### src/rtl/cordic_ctrl.sv
// ============================================================================
// Module   : cordic_ctrl
// Brief    : Sequencer for a 16-iteration rotation-mode CORDIC sin/cos unit.
// Revision : 1.0
// ============================================================================
`default_nettype none

module cordic_ctrl #(
  parameter logic signed [15:0] ANGLE_MAX = 16'sd25736
) (
  input  logic               clock,
  input  logic               reset,
  input  logic               start,
  input  logic signed [15:0] angle,
  output logic [3:0]         addr,
  output logic               load,
  output logic               inv,
  output logic               busy,
  output logic               done,
  output logic               sin_neg
);

  localparam logic [1:0] S_IDLE = 2'd0;
  localparam logic [1:0] S_RUN  = 2'd1;
  localparam logic [1:0] S_DONE = 2'd2;
  localparam logic [3:0] C_LAST = 4'd15;

  logic [1:0]         state_q, state_d;
  logic [3:0]         cnt_q, cnt_d;
  logic signed [16:0] z_q, z_d;
  logic               sin_neg_q, sin_neg_d;

  logic signed [15:0] a_clamp;
  logic signed [16:0] a_ext;
  logic signed [16:0] z_init;
  logic signed [16:0] atan_t;

  // Saturate to [-pi/2, +pi/2]; -32768 lands on the lower bound too.
  always_comb begin
    a_clamp = angle;
    if (angle > ANGLE_MAX) begin
      a_clamp = ANGLE_MAX;
    end else if (angle < -ANGLE_MAX) begin
      a_clamp = -ANGLE_MAX;
    end
  end

  // Fold into [-pi/2, 0]; the sign of sin is restored downstream via sin_neg.
  assign a_ext  = {a_clamp[15], a_clamp};
  assign z_init = a_clamp[15] ? a_ext : -a_ext;

  always_comb begin
    case (cnt_q)
      4'd0:    atan_t = 17'sd12868;
      4'd1:    atan_t = 17'sd7596;
      4'd2:    atan_t = 17'sd4014;
      4'd3:    atan_t = 17'sd2037;
      4'd4:    atan_t = 17'sd1023;
      4'd5:    atan_t = 17'sd512;
      4'd6:    atan_t = 17'sd256;
      4'd7:    atan_t = 17'sd128;
      4'd8:    atan_t = 17'sd64;
      4'd9:    atan_t = 17'sd32;
      4'd10:   atan_t = 17'sd16;
      4'd11:   atan_t = 17'sd8;
      4'd12:   atan_t = 17'sd4;
      4'd13:   atan_t = 17'sd2;
      4'd14:   atan_t = 17'sd1;
      default: atan_t = 17'sd0;
    endcase
  end

  always_ff @(posedge clock) begin
    if (reset) begin
      state_q   <= S_IDLE;
      cnt_q     <= 4'd0;
      z_q       <= 17'sd0;
      sin_neg_q <= 1'b0;
    end else begin
      state_q   <= state_d;
      cnt_q     <= cnt_d;
      z_q       <= z_d;
      sin_neg_q <= sin_neg_d;
    end
  end

  always_comb begin
    state_d   = state_q;
    cnt_d     = cnt_q;
    z_d       = z_q;
    sin_neg_d = sin_neg_q;
    case (state_q)
      S_IDLE, S_DONE: begin
        state_d = S_IDLE;
        if (start) begin
          state_d   = S_RUN;
          cnt_d     = 4'd0;
          z_d       = z_init;
          sin_neg_d = (a_clamp > 16'sd0);
        end
      end
      S_RUN: begin
        // inv is forced low on the load cycle, giving the fixed +atan(1) step.
        z_d = inv ? (z_q - atan_t) : (z_q + atan_t);
        if (cnt_q == C_LAST) begin
          state_d = S_DONE;
          cnt_d   = 4'd0;
        end else begin
          cnt_d = cnt_q + 4'd1;
        end
      end
      default: begin
        state_d = S_IDLE;
        cnt_d   = 4'd0;
      end
    endcase
  end

  always_comb begin
    addr = 4'd0;
    load = 1'b0;
    inv  = 1'b0;
    busy = 1'b0;
    done = 1'b0;
    case (state_q)
      S_RUN: begin
        addr = cnt_q;
        load = (cnt_q == 4'd0);
        inv  = (cnt_q != 4'd0) && !z_q[16];
        busy = 1'b1;
      end
      S_DONE: begin
        done = 1'b1;
      end
      default: begin
        addr = 4'd0;
      end
    endcase
  end

  assign sin_neg = sin_neg_q;

endmodule

`default_nettype wire

### config.mk
export PLATFORM = sky130hd
export DESIGN_NAME = cordic_ctrl
export DESIGN_NICKNAME = d
export VERILOG_FILES = /design/src/rtl/cordic_ctrl.sv
export SDC_FILE = /design/constraint.sdc
export NUM_CORES = 1
export LEC_CHECK = 0
export CORE_ASPECT_RATIO = 1.4
export CORE_MARGIN = 5
export CORE_UTILIZATION = 40
export CTS_CLUSTER_SIZE = 30
export DETAILED_ROUTE_END_ITERATION = 12
export GPL_ROUTABILITY_DRIVEN = 0
export SYNTH_ARGS = -nofsm -noshare
export SYNTH_HDL_FRONTEND = slang
export SYNTH_SLANG_ARGS = --single-unit
### constraint.sdc
create_clock -name clock -period 7.2 [get_ports clock]
set_clock_uncertainty 0.2 [all_clocks]
set_input_delay 1.44 -clock clock [delete_from_list [all_inputs] [get_ports clock]]
set_output_delay 1.44 -clock clock [all_outputs]
set_load 0.02 [all_outputs]
==> metrics.cfg <==
[final_layout]
post-route-util_pct = 46.7
mostFrequentLayoutCells = nor2_1, dfxtp_1, nand2_1
antennaDiodeCount = 0
finalNonFillerCells = 550
flow.area_growth_from_synthesis_pct = 13.7
postLayoutCellArea_um2 = 3810
mostFrequentLayoutCell = nor2_1
drive_above_1_share_pct = 6.25
nets = 494
fillCellCount = 836

[global_route]
grt_start_max_net_pins = 24
global_route_wire_length_before_repair_mm = 14.9
antenna_violations_before_repair = 0
grt_pass1_vias = 3096
grt_usage_pct = 17.8
overflow = 0

[clocking]
ctsHtreeMaxLevel = 2
clock_tree.root_cell = clkbuf_16
worstSkewPairLatency_ns = 0.28
cts_post_setup_buffers_inserted = 0
clk_pin_slew_worst_paths_ns = 0.05
cts_made_buffers = 5
cts_repair_resized_insts = 0
clock_sink_count = 38
holdBufCountCts = 0
tritoncts = done
ctsLongestPathBuffers = 2

[yosys]
yosysWarningCount = 0
synth.yosys.seq_area_share_pct = 22.7
netlist-cell-type-count = 70
synth_top_cell_by_area = dfxtp_1
ys_top_cells_by_area = dfxtp_1, ha_1, nor2_1, a21oi_1, xor2_1
synth_area_per_cell_um2 = 7.77
postSynthCellCount = 431
syn_area_um2 = 3350
synthArstFlopShare_pct = 0
yosys_register_bits = 38
synth-main-ff-cell = dfxtp_1
netlist.area_leader.share_pct = 22.7
syn_nets = 477
synth-edff-count = 0

[job]
reported_max_cap_violation_count = 0

[setup_path]
worstPathMaxFanout = 22
timing.rr.start = state_q[0]
startpoint_type = input pin
crit_required_ns = 7.16
timing_worst_setup_path_type = in2reg
arr_time_crit_path_ns = 5.08
rrSetupSlack_ns = 2.95
worst_setup_path_startpoint = angle[4]
setup.worst_path.end_class = flop
endpoint_of_the_worst_register_to_register_path = z_q[11]
ff2ff_path_depth = 11

[placed_design]
placement_cell_area_um2 = 3670
dp_slack_ns = 1.77
io_buffer_count = 27
place.detailed.instances = 543
dp_hpwl_mm = 6.91

[route]
detail_route.first_pass.iterations = 5
post-route-drc-count = 0
dr_total_vias = 3176
postRouteWirelength_mm = 8.71
routed_wire_length_per_instance_um = 15.8
antenna_violating_nets_post_route = 0
post_drt_via_cell_ratio = 5.77
drt_iter0_drc = 149

[floorplan]
chipHeight_um = 118
initial_core_util_pct = 41.1
dieArea_um2 = 10300
design.core.area_um2 = 8150
boundaryPins = 28
num_rows = 39
die_x_um = 87.3

[timing]
fin_crit_sh_pct = 71.2
min_period_ns = 5.13
slew_violations = 0
max-slew-margin-rel_pct = 35.2
timing.final.ws_setup_ns = 2.07
tns_ns = 0
finalHoldViolCount = 0
post_route_hold_slack_ns = 0.369
timing_worst_slew_pin_value_ns = 0.969
report.final.setup_viol = 0
max_freq_ghz = 0.195
rsz0062_at_grt = false

[worst_hold_path]
holdPathEnd = z_q[5]
hold_depth = 2
holdCritPathClass = reg2reg
worstHoldStart = z_q[5]

[pwr]
cellPowerDensity_nw_per_um2 = 182
power.ir.vdd_worst_mv = 0.110
total_leakage_power_nw = 1.50
fin_total_pwr_mw = 0.692

[outcome]
outcome = complete, no violations

[flip-flops by register name (all words and copies together), names as in the netlist]
signal and count:
z_q 17, sin_neg 1, state_q 2, cnt_q 4, atan_t 14
[worst max-delay path by stage]
stage / endpoint / slack, ns / cells after the start
after floorplan: z_q[12] / 2.50 / 17
after global placement: z_q[12] / 1.86 / 15
after detailed placement: z_q[12] / 1.77 / 15
after CTS: z_q[12] / 2.08 / 15
after global routing: z_q[12] / 1.73 / 15
final: z_q[12] / 2.07 / 15
[Yosys cell counts, drive strengths merged (10+ instances only)]
library cell	n
nor2	47
dfxtp	38
nand2	32
a21oi	27
ha	26
o21ai	25
inv	18
nor3	17
nand3	15
xor2	14
nor2b	11
clkbuf	10
xnor2	10
[metal layers]
metal	wire (um)	vias to the layer above	GRT usage, %	part of all wire, %
li1	-	1627	-	-
met1	3460	1485	19.9	40
met2	4770	54	33.4	55
met3	336	10	2.71	3.9
met4	138	0	5.37	1.6
met5	0	-	0	0
[worst max-delay path: stages]
cell and delay (ns):
clkdlybuf4s50_1 0.63, a41o_1 0.23, a31oi_1 0.07, o21ai_0 0.15, nand2_1 0.07, ha_1 0.69
nor2_1 0.19, nand2_1 0.11, ha_1 0.18, nor3b_2 0.51, nand4b_1 0.20, o21a_1 0.21
o22a_2 0.19, o221ai_1 0.12, o21ai_0 0.10
[cells by family after synthesis]
group	Yosys count	synth area share [%]
simple gates	169	27.0
compound gates	129	27.0
flops	38	22.7
buf+inv	37	4.60
fa+ha+maj	27	10.3
xor+xnor	24	6.28
mux	7	2.13
[power by group]
group / internal, mW / switching, mW / total, mW
registers: 0.231 / 0.0175 / 0.249
logic: 0.102 / 0.136 / 0.238
clock network: 0.127 / 0.0794 / 0.206
total: 0.459 / 0.233 / 0.692
[layout make-up]
cell class / count / area, um^2 / area share (%)
Clock buffer: 7 / 133 / 3.48
Sequential cell: 38 / 761 / 20.0
Multi-Input combinational cell: 356 / 2430 / 63.9
Tap cell: 102 / 128 / 3.35
Timing Repair Buffer: 29 / 285 / 7.50
Inverter: 18 / 67.6 / 1.78
(Power assumes the default switching activity.)
